--- config.mk ---
export PLATFORM = sky130hd
export DESIGN_NAME = dma_read_responder
export DESIGN_NICKNAME = d
export VERILOG_FILES = /design/src/rtl/dma_read_responder.sv
export SDC_FILE = /design/constraint.sdc
export NUM_CORES = 1
export LEC_CHECK = 0
export BUFFER_PORTS_ARGS = -buffer_cell sky130_fd_sc_hd__buf_2
export CAP_MARGIN = 5
export CORE_AREA = 2 2 268 270
export CTS_CLUSTER_DIAMETER = 150
export DETAILED_ROUTE_END_ITERATION = 8
export DIE_AREA = 0 0 270 272
export PLACE_DENSITY_LB_ADDON = 0.2
export SLEW_MARGIN = 5
export SYNTH_ARGS = -nofsm -noshare
export SYNTH_HDL_FRONTEND = slang
export SYNTH_SLANG_ARGS = --single-unit
--- constraint.sdc ---
create_clock -name clk -period 9.8 [get_ports clk]
set_clock_uncertainty 0.05 [all_clocks]
set_input_delay 1.96 -clock clk [delete_from_list [all_inputs] [get_ports clk]]
set_output_delay 1.96 -clock clk [all_outputs]
set_load 0.05 [all_outputs]
--- src/rtl/dma_read_responder.sv ---
// dma_read_responder: host-DMA stand-in for the read command / read data
// stream pair. Queues read commands and answers each one with a burst of
// address-derived 512-bit beats followed by a one-byte status word.
//
// Handshakes: every stream transfers on the rising edge where valid && ready
// are both high. A producer holds valid and its payload unchanged until that
// transfer, and ready never depends on the opposing valid within a cycle.
module dma_read_responder #(
  parameter int DATA_WIDTH = 512,
  parameter int CMD_DEPTH  = 4
) (
  input  logic                    clk,
  input  logic                    rstn,
  input  logic                    s_axis_read_cmd_valid,
  output logic                    s_axis_read_cmd_ready,
  input  logic [63:0]             s_axis_read_cmd_address,
  input  logic [31:0]             s_axis_read_cmd_length,
  output logic                    m_axis_read_data_valid,
  input  logic                    m_axis_read_data_ready,
  output logic [DATA_WIDTH-1:0]   m_axis_read_data_data,
  output logic [DATA_WIDTH/8-1:0] m_axis_read_data_keep,
  output logic                    m_axis_read_data_last,
  output logic                    m_axis_read_sts_valid,
  input  logic                    m_axis_read_sts_ready,
  output logic [7:0]              m_axis_read_sts_data,
  output logic [1:0]              dbg_state
);

  localparam int KEEP_W = DATA_WIDTH / 8;
  localparam int LANES  = DATA_WIDTH / 64;
  localparam int AW     = $clog2(CMD_DEPTH);

  typedef enum logic [1:0] {
    S_IDLE = 2'd0,
    S_DATA = 2'd1,
    S_STS  = 2'd2
  } state_t;

  state_t              state;
  logic [63:0]         fifo_addr [CMD_DEPTH];
  logic [31:0]         fifo_len  [CMD_DEPTH];
  logic [AW-1:0]       wr_ptr;
  logic [AW-1:0]       rd_ptr;
  logic [AW:0]         count;
  logic                fifo_full;
  logic                fifo_empty;
  logic                push;
  logic                pop;

  logic [63:0]         head_addr;
  logic [31:0]         head_len;
  logic [32:0]         head_beats;

  logic [63:0]         cur_addr;
  logic [32:0]         beats_left;   // beats still to present after the one on the bus
  logic [5:0]          rem;
  logic [6:0]          seq;

  // Every 64-bit lane of a beat carries the beat's byte address.
  function automatic logic [DATA_WIDTH-1:0] lanes_of(input logic [63:0] a);
    logic [DATA_WIDTH-1:0] r;
    r = '0;
    for (int i = 0; i < LANES; i++) r[i*64 +: 64] = a;
    return r;
  endfunction

  // Byte enables for the final beat; a zero remainder means a full beat.
  function automatic logic [KEEP_W-1:0] last_keep(input logic [5:0] r);
    logic [KEEP_W-1:0] ones;
    ones = '1;
    if (r == 6'd0) return ones;
    return ~(ones << r);
  endfunction

  assign fifo_full             = (count == (AW+1)'(CMD_DEPTH));
  assign fifo_empty            = (count == '0);
  assign s_axis_read_cmd_ready = ~fifo_full;
  assign push                  = s_axis_read_cmd_valid && !fifo_full;
  assign pop                   = (state == S_IDLE) && !fifo_empty;

  assign head_addr  = fifo_addr[rd_ptr];
  assign head_len   = fifo_len[rd_ptr];
  // 33-bit sum so a length of 0xFFFFFFFF rounds up without wrapping to zero.
  assign head_beats = ({1'b0, head_len} + 33'd63) >> 6;

  assign dbg_state  = state;

  // Command storage; stale entries are harmless because the pointers reset.
  always_ff @(posedge clk) begin
    if (push) begin
      fifo_addr[wr_ptr] <= s_axis_read_cmd_address;
      fifo_len[wr_ptr]  <= s_axis_read_cmd_length;
    end
  end

  // FIFO pointers and occupancy; push and pop in one cycle leave count unchanged.
  always_ff @(posedge clk or negedge rstn) begin
    if (!rstn) begin
      wr_ptr <= '0;
      rd_ptr <= '0;
      count  <= '0;
    end else begin
      if (push) wr_ptr <= wr_ptr + 1'b1;
      if (pop)  rd_ptr <= rd_ptr + 1'b1;
      case ({push, pop})
        2'b10:   count <= count + 1'b1;
        2'b01:   count <= count - 1'b1;
        default: count <= count;
      endcase
    end
  end

  // Engine FSM: pop a command, stream its beats, then hand back status.
  always_ff @(posedge clk or negedge rstn) begin
    if (!rstn) begin
      state                  <= S_IDLE;
      m_axis_read_data_valid <= 1'b0;
      m_axis_read_data_data  <= '0;
      m_axis_read_data_keep  <= '0;
      m_axis_read_data_last  <= 1'b0;
      m_axis_read_sts_valid  <= 1'b0;
      m_axis_read_sts_data   <= '0;
      cur_addr               <= '0;
      beats_left             <= '0;
      rem                    <= '0;
      seq                    <= '0;
    end else begin
      case (state)
        S_IDLE: begin
          if (!fifo_empty) begin
            rem <= head_len[5:0];
            if (head_beats != 33'd0) begin
              m_axis_read_data_valid <= 1'b1;
              m_axis_read_data_data  <= lanes_of(head_addr);
              m_axis_read_data_last  <= (head_beats == 33'd1);
              m_axis_read_data_keep  <= (head_beats == 33'd1) ? last_keep(head_len[5:0]) : '1;
              cur_addr               <= head_addr + 64'd64;
              beats_left             <= head_beats - 33'd1;
              state                  <= S_DATA;
            end else begin
              // Zero-length command: no beats, error status straight away.
              m_axis_read_sts_valid <= 1'b1;
              m_axis_read_sts_data  <= {1'b1, seq};
              state                 <= S_STS;
            end
          end
        end
        S_DATA: begin
          if (m_axis_read_data_ready) begin
            if (m_axis_read_data_last) begin
              m_axis_read_data_valid <= 1'b0;
              m_axis_read_data_last  <= 1'b0;
              m_axis_read_data_keep  <= '0;
              m_axis_read_data_data  <= '0;
              m_axis_read_sts_valid  <= 1'b1;
              m_axis_read_sts_data   <= {1'b0, seq};
              state                  <= S_STS;
            end else begin
              m_axis_read_data_data <= lanes_of(cur_addr);
              m_axis_read_data_last <= (beats_left == 33'd1);
              m_axis_read_data_keep <= (beats_left == 33'd1) ? last_keep(rem) : '1;
              cur_addr              <= cur_addr + 64'd64;
              beats_left            <= beats_left - 33'd1;
            end
          end
        end
        S_STS: begin
          if (m_axis_read_sts_ready) begin
            m_axis_read_sts_valid <= 1'b0;
            seq                   <= seq + 7'd1;
            state                 <= S_IDLE;
          end
        end
        default: state <= S_IDLE;
      endcase
    end
  end

endmodule

==> results of run 1 <==
cell type report:
class / instances / area (µm²) / share of cell area, %
Antenna cell: 12 / 30.0 / 0.0827
Clock buffer: 87 / 1900 / 5.23
Clock inverter: 44 / 554 / 1.53
Inverter: 27 / 101 / 0.279
Multi-Input combinational cell: 1541 / 10900 / 30.0
Sequential cell: 642 / 18000 / 49.5
Tap cell: 950 / 1190 / 3.27
Timing Repair Buffer: 712 / 3650 / 10.1
cell usage after synthesis (14+ instances only):
cell type,number
o21ai_0,175
a31oi_1,27
xor2_1,21
nand4_1,36
nor3_1,29
o31ai_1,14
o22a_1,54
and2_1,57
nor2_1,127
nand2_1,248
mux2i_1,62
clkbuf_1,90
and3_1,14
xnor2_1,29
o22ai_1,25
nand3_1,71
mux4_2,87
inv_1,27
dfrtp_1,258
edfxtp_1,384
a21oi_1,183
buf_2,21
buf_4,458
or2_2,26
nor4_1,22
mux2_2,20
critical path, cell delays in order (launching register included):
cell and delay, ns:
dfrtp_4 0.81, mux4_2 0.73, or4_1 0.65, nor2_2 0.31
nor4_1 0.14, o21ai_1 0.88, nand4_1 0.41, nand2_2 0.45
buf_4 0.64, a21oi_1 0.08, o22a_1 0.23
per-layer routing:
layer,track usage [%],routed length [µm],share of wire [%],up-vias
met5,0,37,0.037,-
met4,8.17,2710,2.7,6
met3,6.55,8350,8.2,133
met2,40.0,45700,45,977
met1,38.3,44400,44,11727
li1,-,-,-,10298
final timing paths:
path	startpoint	cells past startpoint	to	slack, ns
min reg2reg	seq[6]$_DFFE_PN0P_	1	seq[6]$_DFFE_PN0P_	0.43
max in group asynchronous	rstn	2	m_axis_read_data_last$_DFFE_PN0P_	6.86
max	rd_ptr[0]$_DFFE_PN0P_	10	cur_addr[10]$_DFFE_PN0P_	4.22
min	seq[6]$_DFFE_PN0P_	1	seq[6]$_DFFE_PN0P_	0.43
min in group asynchronous	rstn	1	m_axis_read_data_data[500]$_DFFE_PN0P_	1.30
max reg2reg	rd_ptr[0]$_DFFE_PN0P_	10	cur_addr[10]$_DFFE_PN0P_	4.22
per-stage QoR:
| stage | utilization (%) | hold slack (ns) | area, µm² |
|---|---|---|---|
| after detailed placement | 47.8 | 0.412 | 33800 |
| final | 51.3 | 0.427 | 36300 |
| after global placement | 47.8 | 0.413 | 33800 |
| after CTS | 51.3 | 0.425 | 36300 |
| after global routing | 51.3 | 0.452 | 36300 |
| after floorplan | - | 0.390 | 33000 |
registers in the layout (all words and copies together), names as in the netlist, 3 cells and up:
register / cells
m_axis_read_data_data: 64
m_axis_read_sts_data: 8
cur_addr: 64
rem: 6
beats_left: 33
count: 3
fifo_len: 128
seq: 7
m_axis_read_data_keep: 64
fifo_addr: 256
logic make-up (layout without fill, tap and decap cells):
group / count (synthesis) / after routing / share of synthesized area [%]
flops: 642 / 642 / 54.4
mux: 178 / 178 / 9.21
compound gates: 585 / 585 / 10.9
simple gates: 715 / 715 / 10.9
fa+ha+maj: 13 / 13 / 0.515
xor+xnor: 50 / 50 / 1.33
buf+inv: 616 / 870 / 12.7
other cells: 0 / 12 / 0
==> out/metrics.csv, run 1 <==
metric,value,unit
criticalPathCategory,flop to flop,
timing.final.crit_share,56.9,%
antenna_found_initial,21,
drc,0,
start_util,46.7,%
vias,23141,
numCtsBuffers,72,
arrival,6.02,ns
drtIter0Drc,1985,
grt_first_pass_wirelength,145000,µm
synth_ff_type,edfxtp_1,
dpl_worst_slack,4.28,ns
dp_hpwl,71000,µm
dieHeight,272,µm
core_region_area,70800,µm²
avgRoutedWirePerCell,25.2,µm
yosys_register_bits,642,
path_max_fanout,68,
yosysTopAreaCell,edfxtp_1,
clk_pin_slew_worst_paths,0.06,ns
dieArea,73400,µm²
post_cts_resized,0,
ys_warn_count,0,
layout_min_cycle_time,5.58,ns
dp_cells,3872,
maxCapViolCount,0,
io_buffers,690,
finalWirelength,101000,µm
layout.nets,3110,
rsz0062_at_grt,no,
finalSetupTns,0,ns
status,completed,
slew_violations,0,
yosys.area.top_type_share,34.9,%
clock-sinks,642,
netlist_area,33000,µm²
grt_max_degree,183,
worst_ep_required_time,10.24,ns
fp-row-count,98,
drtAntennaViolNets,0,
setup_viol_count_final,0,
async_reset_ff_share,40.2,%
cts.htree.levels,3,
tightestPinTransition,1.19,ns
area_growth,9.94,%
syn-num-nets,2913,
synth_area_leaders,"edfxtp_1 35%, dfrtp_1 20%, buf_4 10%",
netlist_instances,2799,
clk_latency,0.61,ns
worstHoldPathType,flop to flop,
layout_common_cells,"689 x buf_2, 384 x edfxtp_1, 256 x dfrtp_1",
start_kind,flop,
post-cts-setup-buffer-count,0,
synth_edf_count,384,
overflow,0,
gp_congestion,0.912,
hold_buffers,0,
finalHoldViolCount,0,
drive_gt1_share,32.6,%
grt.total_usage,26.7,%
endpoint_kind,flop,
grt_pass1_vias,21643,
setup_ws,4.22,ns
relSlewSlack,20.2,%
viasPerCell,5.76,
yosysSeqAreaShare,54.4,%
die_w,270,µm
avgSynthCellArea,11.8,µm²
firstDrtPassIters,6,
cts-root-buf,clkbuf_16,
synth_cell_types,86,
fmaxAchievable,0.179,GHz
final_common_cell,buf_2,
final_cells,4015,
clk_path_buf_depth,3,
io_pins,691,
final.fill_count,6250,
cts_tree,built,
Power of run 1 is not shown: default switching activity piles up to over one toggle a cycle in this logic, so the estimate is an artifact.
==> run 2, diff against run 1 <==
- ABC_AREA: unset -> 1
- CORE_AREA: 2 2 268 270 -> unset
- CORE_ASPECT_RATIO: unset -> 0.8
- CORE_MARGIN: unset -> 1
- CORE_UTILIZATION: unset -> 51
- DIE_AREA: 0 0 270 272 -> unset
- clock period: 9.8 -> 4.7 ns (I/O delays scaled with it)
==> out/metrics.csv, run 2 <==
metric,value,unit,change
status,completed,,
endpoint_kind,flop,,
die_w,298,µm,+10%
synth.most_common_cell,nand2_1,,
netlist_area,35700,µm²,+8.0%
post-cts-setup-buffer-count,0,,unchanged
dieArea,71000,µm²,-3.3%
firstDrtPassIters,6,,unchanged
clk_latency,0.64,ns,+0.03 ns
reg2reg_depth,15,,+5
drc,0,,unchanged
rsz0062_at_grt,no,,
worst_ep_required_time,5.22,ns,-5.02 ns
layout_min_cycle_time,4.31,ns,-1.27 ns
async_reset_ff_share,40.2,%,unchanged
drtAntennaViolNets,0,,unchanged
synth_edf_count,384,,unchanged
synth_ff_type,edfxtp_1,,
path_max_fanout,64,,-5.9%
layout_common_cells,"1494 x nand2_1, 689 x buf_2, 387 x nor2_1",,
setup_viol_count_final,0,,unchanged
start_util,51.7,%,+5.0 points
vias,30182,,+30%
criticalPathCategory,flop to flop,,
slew_violations,0,,unchanged
final.fill_count,6378,,+2.0%
dieHeight,239,µm,-12%
rr_startpoint,rd_ptr[1]$_DFFE_PN0P_,,
grt_max_degree,126,,-31%
finalWirelength,120000,µm,+18%
avgSynthCellArea,8.29,µm²,-30%
layout.nets,4608,,+48%
regToRegSetupSlack,0.39,ns,-3.83 ns
clock-sinks,642,,unchanged
antenna_found_initial,12,,-43%
gp_congestion,1.04,,+14%
syn-num-nets,4421,,+52%
grt_first_pass_wirelength,173000,µm,+19%
cts-root-buf,clkbuf_16,,
drive_gt1_share,20.2,%,-12 points
relSlewSlack,26.5,%,+6.3 points
clk_path_buf_depth,3,,unchanged
synth_cell_types,51,,-41%
arrival,4.83,ns,-1.19 ns
largest_register_ffs,256,,unchanged
r2r_end,cur_addr[45]$_DFFE_PN0P_,,
numCtsBuffers,69,,-4.2%
cts_tree,built,,
finalHoldViolCount,0,,unchanged
grt.total_usage,32.9,%,+6.2 points
tightestPinTransition,1.10,ns,-0.0839 ns
dp_hpwl,86300,µm,+22%
top_register,fifo_addr,,
worstHoldPathType,input pin to asynchronous set/reset pin,,
area_growth,9.30,%,
avgRoutedWirePerCell,21.9,µm,-13%
ys_warn_count,0,,unchanged
timing.final.crit_share,91.6,%,+35 points
overflow,0,,unchanged
maxCapViolCount,0,,unchanged
yosysTopAreaCell,edfxtp_1,,
reg_top3,"fifo_addr: 256 flops, fifo_len: 128 flops",,
viasPerCell,5.51,,-4.4%
final_common_cell,nand2_1,,
fin_util,56.5,%,+5.1 points
io_pins,691,,unchanged
synth_area_leaders,"edfxtp_1 32%, dfrtp_1 18%, nand2_1 16%",,
grt_pass1_vias,26055,,+20%
fmaxAchievable,0.232,GHz,+30%
core_region_area,69100,µm²,-2.4%
yosysSeqAreaShare,50.4,%,-4.0 points
netlist_instances,4307,,+54%
synth_commonest_cells,"1494 x nand2_1, 470 x buf_4, 392 x nor2_1",,
start_kind,flop,,
drtIter0Drc,3554,,+79%
fp-row-count,86,,-12%
yosys.area.top_type_share,32.3,%,-2.6 points
io_buffers,690,,unchanged
yosys_register_bits,642,,unchanged
cts.htree.levels,3,,unchanged
clk_pin_slew_worst_paths,0.06,ns,about the same
run 2: worst max-delay path by stage:
stage,startpoint,end,slack [ns],depth (start not counted)
floorplan,count[1]$_DFFE_PN0P_,fifo_addr[0][0]$_DFFE_PP_,-1.11,4
global placement,rd_ptr[0]$_DFFE_PN0P_,m_axis_read_data_data[447]$_DFFE_PN0P_,0.40,18
detailed placement,rd_ptr[0]$_DFFE_PN0P_,m_axis_read_data_data[473]$_DFFE_PN0P_,0.32,18
CTS,rd_ptr[0]$_DFFE_PN0P_,m_axis_read_data_data[471]$_DFFE_PN0P_,0.33,18
global route,rd_ptr[0]$_DFFE_PN0P_,m_axis_read_data_keep[46]$_DFFE_PN0P_,0.06,19
finish,rd_ptr[1]$_DFFE_PN0P_,cur_addr[45]$_DFFE_PN0P_,0.39,15
run 2: cells by family after synthesis:
group | count (synthesis) | synth area share (%)
AOI/OAI and AO/OA | 493 | 7.51
muxes | 1 | 0.0281
and+or+nand+nor | 2248 | 25.4
buffers and inverters | 833 | 14.2
xor gates and xnor gates | 77 | 1.89
adders and majority gates | 13 | 0.477
DFF | 642 | 50.4
run 2: worst max-delay path, stage by stage, from the launching register on:
cell      delay (ns)
dfrtp_4         0.54
buf_4           0.24
buf_4           0.60
o211ai_1        0.18
nand2_1         0.23
nand2_1         0.10
nor4_1          0.54
nand3_1         0.30
nand2_1         0.22
nor2_4          0.07
nand3_2         0.10
nand3_4         0.12
nor2_4          0.43
buf_12          0.31
nand2_1         0.09
nand2_1         0.08
run 2: layout make-up:
cell class / count / area, µm² / area share, %
clock buffer: 94 / 1910 / 4.90
clock inverter: 32 / 390 / 1.00
antenna: 4 / 10.0 / 0.0257
multi-input combinational: 2832 / 12700 / 32.5
tap: 924 / 1160 / 2.96
sequential: 642 / 18000 / 46.1
timing repair buffer: 755 / 4150 / 10.6
inverter: 194 / 736 / 1.89
run 2: layer usage:
metal  up-vias  track usage, %  share of wire, %
li1      14029               -                 -
met3       180            9.41                12
met1     14336            50.9                45
met5         -               0             0.096
met2      1621            43.8                40
met4        16            10.0               3.0
run 2: stage by stage:
stage	TNS [ns]	setup WS (ns)	area (µm²)	std cells	hold WS [ns]
finish	0	0.393	39000	5477	0.293
global route	0	0.0566	39000	5473	0.334
CTS	0	0.331	39000	5473	0.310
detailed placement	0	0.316	36700	5347	0.404
global placement	0	0.398	36700	5347	0.400
floorplan	-425.68	-1.11	35700	4307	0.399
run 2: timing repair:
action,4_1_cts,5_1_grt
endpoints found under the setup margin,0,88
resized for setup,0,3
hold buffers,0,0
Power of run 2 is left out for the same reason.
